--- config.mk ---
export PLATFORM = sky130hd
export DESIGN_NAME = pw_psum_accum
export DESIGN_NICKNAME = d
export VERILOG_FILES = /design/src/rtl/pw_pkg.sv /design/src/rtl/pw_result_fifo.sv /design/src/rtl/pw_psum_accum.sv
export SDC_FILE = /design/constraint.sdc
export NUM_CORES = 1
export LEC_CHECK = 0
export BUFFER_PORTS_ARGS = -buffer_cell sky130_fd_sc_hd__buf_2
export CAP_MARGIN = 40
export CORE_AREA = 5 5 209 211
export DETAILED_ROUTE_END_ITERATION = 10
export DIE_AREA = 0 0 214 216
export HOLD_SLACK_MARGIN = 0.08
export PLACE_DENSITY = 0.67
export REMOVE_ABC_BUFFERS = 1
export SYNTH_ARGS = -nofsm -noshare
export SYNTH_HDL_FRONTEND = slang
export SYNTH_HIERARCHICAL = 1
export SYNTH_SLANG_ARGS = --single-unit
--- constraint.sdc ---
create_clock -name clk -period 3.8 [get_ports clk]
set_input_delay 0.19 -clock clk [delete_from_list [all_inputs] [get_ports clk]]
set_output_delay 0.19 -clock clk [all_outputs]
set_load 0.01 [all_outputs]
--- src/rtl/pw_pkg.sv ---
// Shared types, constants and arithmetic helpers for the pointwise partial-sum stage.
// PW_PSUM_SAT_EN selects saturating instead of wrapping requantization of the psum.
package pw_pkg;

    localparam int FM_W    = 112;
    localparam int FM_H    = 112;
    localparam int CH_IN   = 32;
    localparam int CH_OUT  = 16;
    localparam int LANES   = 4;
    localparam int Q_SHIFT = 7;

    typedef logic signed [7:0]  act_t;
    typedef logic signed [31:0] psum_t;

    // Sign bit plus the 7 bits just above the fixed-point shift.
    function automatic logic [7:0] quant8(input psum_t v);
        return {v[31], v[Q_SHIFT+6:Q_SHIFT]};
    endfunction

    function automatic psum_t dot4(input logic [8*LANES-1:0] act,
                                   input logic [8*LANES-1:0] wgt);
        psum_t acc;
        acc = '0;
        for (int k = 0; k < LANES; k++) begin
            acc = acc + psum_t'(act_t'(act[8*k +: 8])) * psum_t'(act_t'(wgt[8*k +: 8]));
        end
        return acc;
    endfunction

    function automatic logic [7:0] requant(input psum_t s);
`ifdef PW_PSUM_SAT_EN
        if (s > psum_t'(127)) begin
            return 8'h7F;
        end else if (s < psum_t'(-128)) begin
            return 8'h80;
        end else begin
            return s[7:0];
        end
`else
        return {s[31], s[6:0]};
`endif
    endfunction

endpackage

--- src/rtl/pw_result_fifo.sv ---
// Result FIFO for finished output pixels: power-of-2 depth, valid/ready pop side.
// Handshake: an entry leaves when out_valid && out_ready; push is dropped only if full.
module pw_result_fifo #(
    parameter int DEPTH = 4,
    parameter int W     = 26
) (
    input  logic                       clk,
    input  logic                       rst_n,
    input  logic                       push,
    input  logic [W-1:0]               push_data,
    output logic                       out_valid,
    input  logic                       out_ready,
    output logic [W-1:0]               out_data,
    output logic [$clog2(DEPTH):0]     count
);

    localparam int PTR_W = (DEPTH > 1) ? $clog2(DEPTH) : 1;
    localparam int CNT_W = $clog2(DEPTH) + 1;

    logic [W-1:0]     mem [DEPTH];
    logic [PTR_W-1:0] wr_ptr;
    logic [PTR_W-1:0] rd_ptr;
    logic             do_push;
    logic             do_pop;

    assign out_valid = (count != '0);
    assign out_data  = out_valid ? mem[rd_ptr] : '0;
    assign do_push   = push && (count != CNT_W'(DEPTH));
    assign do_pop    = out_valid && out_ready;

    always_ff @(posedge clk or negedge rst_n) begin
        if (!rst_n) begin
            wr_ptr <= '0;
            rd_ptr <= '0;
            count  <= '0;
            for (int i = 0; i < DEPTH; i++) begin
                mem[i] <= '0;
            end
        end else begin
            if (do_push) begin
                mem[wr_ptr] <= push_data;
                wr_ptr      <= wr_ptr + PTR_W'(1);
            end
            if (do_pop) begin
                rd_ptr <= rd_ptr + PTR_W'(1);
            end
            // Simultaneous push and pop leaves the occupancy unchanged.
            case ({do_push, do_pop})
                2'b10:   count <= count + CNT_W'(1);
                2'b01:   count <= count - CNT_W'(1);
                default: count <= count;
            endcase
        end
    end

endmodule

--- src/rtl/pw_psum_accum.sv ---
// Pointwise 1x1 partial-sum accumulator: 4-lane dot product, psum SRAM read-modify-write.
// Build option PW_PSUM_SAT_EN saturates the accumulated psum instead of wrapping it.
module pw_psum_accum
    import pw_pkg::*;
#(
    parameter int ADDR_W    = 18,
    parameter int OUT_DEPTH = 4
) (
    input  logic              clk,
    input  logic              rst_n,
    input  logic              in_valid,
    output logic              in_ready,
    input  logic [31:0]       in_act,
    input  logic [31:0]       in_wgt,
    input  logic [ADDR_W-1:0] in_addr,
    input  logic              in_first,
    input  logic              in_last,
    output logic              mem_rd_en,
    output logic [ADDR_W-1:0] mem_rd_addr,
    input  logic [7:0]        mem_rdata,
    output logic              mem_wr_en,
    output logic [ADDR_W-1:0] mem_wr_addr,
    output logic [7:0]        mem_wdata,
    output logic              out_valid,
    input  logic              out_ready,
    output logic [7:0]        out_data,
    output logic [ADDR_W-1:0] out_addr
);

    localparam int CNT_W = $clog2(OUT_DEPTH) + 1;
    localparam int ENT_W = ADDR_W + 8;

    logic              run;
    logic              accept;
    psum_t             ex;
    psum_t             s;

    logic              s1_valid;
    logic              s1_first;
    logic              s1_last;
    logic              s1_fwd;
    logic [7:0]        s1_cb;
    logic [ADDR_W-1:0] s1_addr;
    logic [7:0]        res_q;
    logic [7:0]        old;
    logic [7:0]        res;

    logic [CNT_W-1:0]  fifo_count;
    logic [CNT_W:0]    pending;
    logic [ENT_W-1:0]  fifo_head;

    // Every last beat already accepted owns a FIFO slot, so a push can never be refused.
    assign pending  = {1'b0, fifo_count} + (CNT_W+1)'(s1_valid && s1_last);
    assign in_ready = run && (pending < (CNT_W+1)'(OUT_DEPTH));
    assign accept   = in_valid && in_ready;

    assign ex          = dot4(in_act, in_wgt);
    assign mem_rd_en   = accept && !in_first;
    assign mem_rd_addr = mem_rd_en ? in_addr : '0;

    always_comb begin
        old = mem_rdata;
        if (s1_first) begin
            old = '0;
        end else if (s1_fwd) begin
            old = res_q;
        end
        s   = psum_t'(act_t'(old)) + psum_t'(act_t'(s1_cb));
        res = requant(s);
    end

    assign mem_wr_en   = s1_valid;
    assign mem_wr_addr = s1_valid ? s1_addr : '0;
    assign mem_wdata   = s1_valid ? res : '0;

    always_ff @(posedge clk or negedge rst_n) begin
        if (!rst_n) begin
            run      <= 1'b0;
            s1_valid <= 1'b0;
            s1_first <= 1'b0;
            s1_last  <= 1'b0;
            s1_fwd   <= 1'b0;
            s1_cb    <= '0;
            s1_addr  <= '0;
            res_q    <= '0;
        end else begin
            run      <= 1'b1;
            s1_valid <= accept;
            if (accept) begin
                s1_cb    <= quant8(ex);
                s1_addr  <= in_addr;
                s1_first <= in_first;
                s1_last  <= in_last;
                // The SRAM read issued now races the write of the beat in S1.
                s1_fwd   <= s1_valid && (s1_addr == in_addr);
            end
            if (s1_valid) begin
                res_q <= res;
            end
        end
    end

    pw_result_fifo #(
        .DEPTH (OUT_DEPTH),
        .W     (ENT_W)
    ) u_fifo (
        .clk       (clk),
        .rst_n     (rst_n),
        .push      (s1_valid && s1_last),
        .push_data ({s1_addr, res}),
        .out_valid (out_valid),
        .out_ready (out_ready),
        .out_data  (fifo_head),
        .count     (fifo_count)
    );

    assign out_data = fifo_head[7:0];
    assign out_addr = fifo_head[ENT_W-1:8];

endmodule

* Word-level counts from Yosys, hierarchy flattened *
Index checks and enable logic that the tools add are counted.

storage, ports and cells
  flip-flop bits (word level) = 150
  latch bits = 0
  memory bits (writable) = 0
  ROM bits = 0
  input port bits = 96
  output and inout bits = 74
  logic and storage cells = 62
  memories kept = 0

operators by class
  add/subtract/negate cells = 9
  $mul = 4
  divide/modulo/power cells = 0
  magnitude comparators = 4
  equality and inequality tests = 4
  shift-type cells = 0
  muxes and demuxes = 13
  bitwise gates (word level) = 2
  reductions and logical operators = 11

operators with widths
  cell                                                 number
  bitwise mux 104 bit                                  1
  two-way mux 26 bit                                   4
  multiplier 8 x 8 -> 16 bit                           4
  binary-select mux 26 bit (select 2 bit)              1
  demux 26 bit (select 2 bit)                          1
  two-way mux 18 bit                                   2
  two-way mux 8 bit                                    3
  adder 18 x 16 -> 19 bit                              1
  adder 17 x 16 -> 18 bit                              1
  == test 18 bit                                       1
  adder 16 x 16 -> 17 bit                              1
  adder 8 x 8 -> 9 bit                                 1
  logical AND 1 bit                                    8
  >= comparator 3 bit (second input constant)          2
  inverter 2 -> 3 bit                                  2
  one-hot mux 3 bit (2 select lines)                   1
  adder 2 x 1 -> 2 bit (second input constant)         2
  adder 3 x 1 -> 4 bit                                 1
  < comparator 4 x 3 -> 1 bit (second input constant)  1
  adder 3 x 1 -> 3 bit (second input constant)         1
  < comparator 3 x 1 -> 1 bit (second input constant)  1
  != test 3 bit (second input constant)                1
  nonzero test 3 bit                                   1
  subtractor 3 x 1 -> 3 bit (second input constant)    1
  4 further kinds                                      4

* Depth between registers and ports, before layout *
Gate-level depths: netlist (run 1).

  word-level depth = 7
  gate-level depth with buffers = 24
  gate-level depth less buffers = 24

* Hierarchy *
The synthesis (run 1) kept the hierarchy.

modules (own cells, without submodules)
  module          times used  cells each  area an instance (um2)  seq. area each (um2)
  pw_psum_accum   1           1356        13314.0                 975.9
  pw_result_fifo  1           317         5096.1                  2777.7

* Worst setup path before layout (run 1) *
OpenSTA, ideal clock, no wires.

  path kind = in2reg
  from = in in_act[23]
  to = reg s1_cb[6]
  setup time = 0.120 ns
  arrival time = 5.968 ns
  required time = 3.680 ns
  setup slack = -2.288 ns
  cell stages on the path = 22
  path buffers = 0
  cells stage by stage = and2_1 inv_1 fa_1 inv_1 fa_1 inv_1 fa_1 inv_1 fa_1 fa_1 fa_1 fa_1 inv_1 fa_1 inv_1 ha_1 nand3_1 a21oi_1 a21oi_2 a2111oi_2 o21ai_0 a31o_2

between the ends
  longest elaborated chain between the ends = 3

RTL lines
  what                        line                 source
  start, declared             pw_psum_accum.sv:13  input logic [31:0] in_act,
  multiplier 8 x 8 -> 16 bit  pw_pkg.sv:25         acc = acc + psum_t'(act_t'(act[8*k +: 8])) * psum_t'(act_t'(wgt[8*k +: 8]));
  adder 17 x 16 -> 18 bit     pw_pkg.sv:25
  adder 18 x 16 -> 19 bit     pw_pkg.sv:25
  end signal, assigned        pw_psum_accum.sv:90  s1_cb <= quant8(ex);
  end, declared               pw_psum_accum.sv:42  logic [7:0] s1_cb;

No other way between the ends.
A chain may end at the register's enable or synchronous reset.

* Worst setup path after layout (run 1) *
  from = in in_act[15]
  to = reg s1_cb[7]

between the ends
  longest elaborated chain between the ends = 4

RTL lines
  what                        line
  multiplier 8 x 8 -> 16 bit  pw_pkg.sv:25
  adder 16 x 16 -> 17 bit     pw_pkg.sv:25
  adder 17 x 16 -> 18 bit     pw_pkg.sv:25
  adder 18 x 16 -> 19 bit     pw_pkg.sv:25

No other way between the ends.

==> flow_metrics.py, run 1 <==
metrics = {
    "sta": {
        "finalWorstSetupSlack_ps": -2060,
        "finalClockSkew_ps": 11.2,
        "finalHoldViolations": 0,
        "max_freq_mhz": 171,
        "slew_headroom": 0.416,
        "period_needed_ps": 5860,
        "finalCritPeriodShare": 1.54,
        "finalMaxSlewViolations": 0,
        "worst_pin_slew_ps": 876,
        "rsz0062_at_grt": "yes",
        "setup_viol": 8,
        "tns_ps": -14630,
    },
    "synthesis": {
        "synthArstFlopShare": 1.00,
        "synth.distinct_cells": 50,
        "synth_edf_count": 0,
        "ys_warn_count": 6,
        "synth.area.top_cells": "fa_1 (36%), dfrtp_1 (20%), inv_1 (8.3%)",
        "muxShareOfSynthArea": 0.118,
        "avgSynthCellArea_um2": 11.0,
        "synthXorXnorAreaFrac": 0.0209,
        "synthesis.area_um2": 18400,
        "ys.flop_type": "dfrtp_1",
        "synth_seq_cells": 150,
        "synth_compound_area_frac": 0.0168,
        "synth_top_cell_area_share": 0.356,
        "yosysTopAreaCell": "fa_1",
        "synthAdderAreaFrac": 0.429,
        "synthCells": 1673,
        "ys_seq_area_frac": 0.204,
        "synth_top_family_by_area": "adder cells",
        "yosys.area_share.simple": 0.116,
    },
    "critical_path": {
        "end_kind": "register",
        "worst_r2r_startpoint": "s1_first",
        "r2r_end": "u_fifo/mem[32]",
        "path_max_fanout": 5,
        "worstPathRequired_ps": 4150,
        "reg2reg_slack_ps": 1110,
        "crit_end": "s1_cb[7]",
        "ff2ff_path_depth": 9,
        "crit_start": "in_act[15]",
        "startpoint_type": "input pin",
        "path_class": "input pin to register",
        "cp.arrival_ps": 6210,
    },
    "grt": {
        "grt_max_degree": 94,
        "overflow": 0,
        "antenna_found_initial": 1,
        "grt_pass1_wl_mm": 71.6,
        "gr-usage-all-layers": 0.191,
        "grt_pass1_vias": 14149,
    },
    "run_status": {
        "outcome": "complete, but fails checks",
        "violations": "negative setup slack",
    },
    "final_layout": {
        "nets": 2529,
        "fillerInstances": 3627,
        "drive_gt1_frac": 0.308,
        "areaGrowthSynthToFinish_pct": 21.0,
    },
    "cts": {
        "ctsRootBufferMaster": "clkbuf_16",
        "htree_num_levels": 4,
        "worst_skew_pair.late_latency_ps": 410,
        "clk_pin_slew_worst_paths_ps": 70,
        "cts-buffers-inserted": 17,
        "cts_tree": "built",
        "cts_sinks": 150,
        "clock_path_buffers": 2,
    },
    "drt": {
        "vias": 12355,
        "viasPerCell": 4.84,
        "drc": 0,
        "ant_nets": 0,
        "wl_per_cell_um": 16.9,
        "wirelength_mm": 43.2,
        "firstDrtPassIters": 5,
        "drt-initial-drc-count": 565,
    },
    "die": {
        "die_y_um": 216,
        "die_w_um": 214,
        "num_rows": 75,
        "die_area_um2": 46200,
        "initial_core_util": 0.443,
        "fp.coreArea_um2": 41600,
        "io_pins": 170,
    },
    "placement": {
        "hpwlAfterDp_mm": 36.0,
        "portBuffers": 169,
        "gp_congestion": 0.886,
    },
    "worst_hold_path": {
        "hold_path.class": "input pin to register",
    },
    "flow_run": {
        "cap_violations": 0,
    },
}
==> flip-flops by register name, summed over array words and instances (netlist names) <==
| signal | flops |
|---|---|
| s1_last | 1 |
| u_fifo/count | 3 |
| mem_wr_en | 1 |
| s1_first | 1 |
| u_fifo/wr_ptr | 2 |
| res_q | 8 |
| u_fifo/mem | 104 |
| s1_fwd | 1 |
| u_fifo/rd_ptr | 2 |
| s1_addr | 18 |
| run | 1 |
| s1_cb | 8 |
==> synth_stat cells (2+ instances only) <==
cell / count
inv_1: 409
fa_1: 327
and2_1: 202
dfrtp_1: 150
mux2_2: 130
nand2_1: 111
ha_1: 108
xnor2_1: 37
mux4_2: 26
nor2b_1: 20
nand2b_1: 15
nor2_1: 15
a21oi_1: 11
clkbuf_1: 11
mux2i_1: 9
nand4_1: 9
o21ai_0: 9
buf_6: 7
xor2_1: 7
a21o_1: 5
nand3_1: 5
nor2_2: 5
buf_2: 4
clkbuf_8: 4
nor3_1: 3
o21bai_1: 3
o31ai_1: 3
a211oi_1: 2
a21boi_0: 2
buf_4: 2
mux2_4: 2
or3_1: 2
==> kinds of logic (layout without fill, tap and decap cells) <==
group,Yosys count,in the layout
flip-flops,150,150
adder cells (fa/ha/maj),435,435
multiplexers,167,167
other,1,2
buffers and inverters,439,777
XOR/XNOR,44,44
AND/OR/NAND/NOR,392,392
AO/OA/AOI/OAI,45,45
==> cells in the final DEF, fill, tap and decap left out, types with 3 or more instances in the layout <==
master / synthesis / final
nor3_2: 0 / 3
and2_4: 1 / 15
dlygate4sd3_1: 0 / 22
nor2b_1: 20 / 15
inv_2: 1 / 30
nand2b_1: 15 / 14
mux2i_1: 9 / 9
nand2_2: 1 / 13
a21o_1: 5 / 5
buf_6: 7 / 26
clkbuf_16: 0 / 17
inv_6: 0 / 3
fa_1: 327 / 317
nand2_1: 111 / 96
inv_1: 409 / 380
a21oi_4: 0 / 3
ha_1: 108 / 98
nor2b_2: 0 / 5
buf_2: 4 / 138
fa_2: 0 / 10
buf_8: 0 / 3
xnor2_1: 37 / 35
nor2_1: 15 / 14
nand4_1: 9 / 9
a21oi_1: 11 / 6
nand3_1: 5 / 3
mux4_2: 26 / 26
nor2_2: 5 / 6
o21bai_1: 3 / 3
nand2_4: 0 / 3
mux2_2: 130 / 130
a21oi_2: 1 / 3
clkinvlp_4: 0 / 5
buf_4: 2 / 140
and2_1: 202 / 188
xor2_1: 7 / 7
dfrtp_1: 150 / 149
ha_4: 0 / 10
clkbuf_4: 0 / 3
o21ai_1: 0 / 5
==> per-stage QoR <==
| step | cells | hold slack, ps | util | setup WS [ps] | instance area, um2 |
|---|---|---|---|---|---|
| global route | 2551 | 435 | 0.536 | -2220 | 22300 |
| floorplan | 1644 | -106 | - | -2290 | 18200 |
| CTS | 2547 | 387 | 0.531 | -2040 | 22100 |
| finish | 2551 | 398 | 0.536 | -2060 | 22300 |
| detailed placement | 2483 | 330 | 0.499 | -2650 | 20700 |
| global placement | 2482 | 313 | 0.498 | -2590 | 20700 |
==> worst max-delay path: stages <==
cell and delay [ps]:
buf_8 110, buf_6 120, nand2_4 70, inv_2 40
fa_1 530, inv_2 50, buf_6 110, buf_4 120
fa_1 470, inv_1 50, fa_1 390, fa_1 590
fa_1 450, fa_1 530, fa_1 520, inv_1 50
fa_1 560, inv_2 70, ha_4 270, nand4_1 180
nor2_2 200, a221oi_2 90, o21a_1 130, a211o_1 260
nand3_2 70
==> what timing repair did <==
item                                    in CTS  in global routing
hold buffers                                22                  0
buffers inserted                            10                  4
gates resized for setup                    136                 55
endpoints found under the setup margin       8                  8
pin swaps                                   75                 32
endpoints found under the hold margin      112                  0
==> cell type report <==
| type | instances | area (um2) | area share |
|---|---|---|---|
| well taps | 539 | 674 | 0.0303 |
| clock inverters | 13 | 146 | 0.00657 |
| clock buffers | 19 | 443 | 0.0199 |
| repair buffers | 335 | 2390 | 0.107 |
| diodes | 1 | 2.50 | 0.000112 |
| inverters | 410 | 1540 | 0.0691 |
| multi-input cells | 1084 | 13300 | 0.598 |
| flip-flops and latches | 150 | 3750 | 0.169 |
==> routing by layer <==
| metal | up-vias | share of wire | track usage |
|---|---|---|---|
| met5 | - | 0 | 0 |
| met2 | 253 | 0.53 | 0.354 |
| met1 | 6341 | 0.40 | 0.232 |
| li1 | 5696 | - | - |
| met4 | 0 | 0.031 | 0.0595 |
| met3 | 65 | 0.033 | 0.0244 |
==> worst min path at each step <==
stage | startpoint | endpoint | slack [ps] | cells after the start
floorplan | rst_n | mem_wr_en | -110 | 0
global route | in_valid | s1_cb[4] | 430 | 5
detailed placement | rst_n | s1_addr[10] | 330 | 1
finish | mem_rdata[7] | res_q[7] | 400 | 6
CTS | mem_rdata[7] | res_q[7] | 390 | 6
global placement | rst_n | s1_addr[10] | 310 | 1
Power of run 1 is left out: the tool's default activity adds up to more than one toggle a clock period on the data nets, which glitch-free logic cannot reach.
==> run 2: changes to the inputs <==
Settings changed: BUFFER_PORTS_ARGS -buffer_cell sky130_fd_sc_hd__buf_2 to default, CORE_AREA 5 5 209 211 to 5 5 268 165, DIE_AREA 0 0 214 216 to 0 0 273 170, DONT_BUFFER_PORTS from default to 1, PLACE_DENSITY 0.67 to 0.63.
==> run 2 against run 1 <==
Net effect: the run still ends with negative setup slack left; core utilization fell by 3.9 points; sequential cell count did not move; count of clock-buffer cells in the layout did not move; design area fell by 7.6%; first-iteration DRC count rose by 23%; hold slack got worse by 240 ps; clock skew fell by 1.8 ps; routed wire length rose by 6.6%; final cell count fell by 8.6%; critical path type unchanged; highest routed layer unchanged.
==> flow_metrics.py, run 2 (synthesis gave the netlist of run 1 again) <==
metrics = {
    "run_status": {
        "violations": "negative setup slack",
        "outcome": "complete, but fails checks",
    },
    "worst_hold_path": {
        "hold_path.class": "input pin to register",
        "hold_path_depth": 5,
        "hp-start": "in_addr[11]",
        "hold_end": "s1_fwd",
    },
    "drt": {
        "firstDrtPassIters": 5,
        "drc": 0,
        "wl_per_cell_um": 19.8,
        "ant_nets": 0,
        "wirelength_mm": 46.1,
        "viasPerCell": 4.97,
        "vias": 11576,
        "drt-initial-drc-count": 696,
    },
    "cts": {
        "cts_tree": "built",
        "htree_num_levels": 4,
        "clk_pin_slew_worst_paths_ps": 60,
        "worst_skew_pair.late_latency_ps": 430,
        "clock_path_buffers": 2,
        "cts_sinks": 150,
        "cts-buffers-inserted": 17,
        "ctsRootBufferMaster": "clkbuf_16",
    },
    "grt": {
        "grt_pass1_vias": 12864,
        "overflow": 0,
        "grt_max_degree": 151,
        "gr-usage-all-layers": 0.207,
        "antenna_found_initial": 1,
        "grt_pass1_wl_mm": 74.2,
    },
    "placement": {
        "gp_congestion": 0.882,
        "place_ws_ps": -2530,
        "portBuffers": 0,
        "placed_area_um2": 19400,
        "hpwlAfterDp_mm": 38.3,
    },
    "final_layout": {
        "layout_common_cells": "inv_1 (386), fa_1 (301), and2_1 (195)",
        "areaGrowthSynthToFinish_pct": 11.8,
        "nets": 2279,
        "top_regs": "u_fifo/mem x104, s1_addr x18",
        "diodes": 0,
        "fillerInstances": 3758,
        "largest-register": "u_fifo/mem",
        "drive_gt1_frac": 0.202,
        "fin_area_um2": 20600,
        "seq_area_um2": 3750,
        "multi_input_area_um2": 13300,
        "final_common_cell": "inv_1",
        "largest_register_ffs": 104,
    },
    "die": {
        "initial_core_util": 0.444,
        "fp.coreArea_um2": 41400,
        "die_y_um": 170,
        "num_rows": 58,
        "die_area_um2": 46400,
        "die_w_um": 273,
        "io_pins": 170,
    },
    "sta": {
        "period_needed_ps": 5630,
        "slew_headroom": 0.442,
        "finalMaxSlewViolations": 0,
        "setup_viol": 8,
        "worst_pin_slew_ps": 838,
        "whs_ps": 155,
        "finalWorstSetupSlack_ps": -1830,
        "rsz0062_at_grt": "yes",
        "finalClockSkew_ps": 9.43,
        "finalCritPeriodShare": 1.48,
        "tns_ps": -13130,
        "max_freq_mhz": 178,
        "finalHoldViolations": 0,
    },
    "critical_path": {
        "path_max_fanout": 8,
        "reg2reg_slack_ps": 1020,
        "ff2ff_path_depth": 9,
        "cp.arrival_ps": 5940,
        "startpoint_type": "input pin",
        "end_kind": "register",
        "r2r_end": "u_fifo/mem[6]",
        "worstPathRequired_ps": 4110,
        "worst_r2r_startpoint": "s1_first",
        "path_class": "input pin to register",
    },
    "flow_run": {
        "cap_violations": 0,
    },
}
-- run 2: changes by cell type in the layout (fill, tap and decap cells not counted), sizes merged --
cell,change
buf,-247
bufinv,-2
clkbuf,-3
clkinv,-2
diode,-1
inv,+4
-- run 2: area by class of cell --
type | count | area share
clock inverter | 13 | 0.00547
multi-input combinational | 1084 | 0.644
tap | 570 | 0.0347
sequential | 150 | 0.182
timing repair buffer | 85 | 0.0362
inverter | 410 | 0.0749
clock buffer | 19 | 0.0220
-- run 2: critical path, cell delays in order --
cell	delay, ps
and2_4	140
buf_6	130
fa_1	520
inv_2	60
fa_1	520
inv_2	60
fa_1	510
fa_1	530
inv_2	80
fa_1	480
inv_1	50
fa_1	450
fa_1	490
inv_1	50
fa_1	490
inv_2	50
ha_4	210
a21o_1	140
a21o_1	190
a221oi_2	260
o21a_1	170
a211o_1	120
nand3_1	70
-- run 2: worst max path at each step --
stage	from	to	slack (ps)	depth (start not counted)
after floorplan	in_act[23]	s1_cb[6]	-2290	22
after global placement	in_act[15]	s1_cb[7]	-2460	23
after detailed placement	in_act[23]	s1_cb[6]	-2530	22
after CTS	in_act[15]	s1_cb[7]	-1800	23
after global routing	in_act[15]	s1_cb[7]	-2050	23
final	in_act[15]	s1_cb[7]	-1830	23
-- run 2: timing repair --
| action | in CTS | in global routing |
|---|---|---|
| endpoints found under the setup margin | 8 | 8 |
| pin swaps | 31 | 33 |
| resized for setup | 69 | 40 |
| buffers inserted | 2 | 1 |
| hold buffers | 23 | 0 |
| hold endpoints to repair | 173 | 0 |
-- run 2: layer usage --
layer	vias up	share of wire	routed length, um	global-route usage
li1	5201	-	-	-
met1	6078	0.50	23000	0.328
met2	274	0.41	18700	0.287
met3	23	0.087	4010	0.0658
met4	0	0.0081	372	0.0250
met5	-	0	0	0
-- run 2: through the flow --
| stage | cells | utilization |
|---|---|---|
| after CTS | 2330 | 0.494 |
| after global placement | 2272 | 0.467 |
| after floorplan | 1644 | - |
| after global routing | 2331 | 0.497 |
| after detailed placement | 2273 | 0.467 |
| final | 2331 | 0.497 |
Power of run 2 is left out for the same reason.
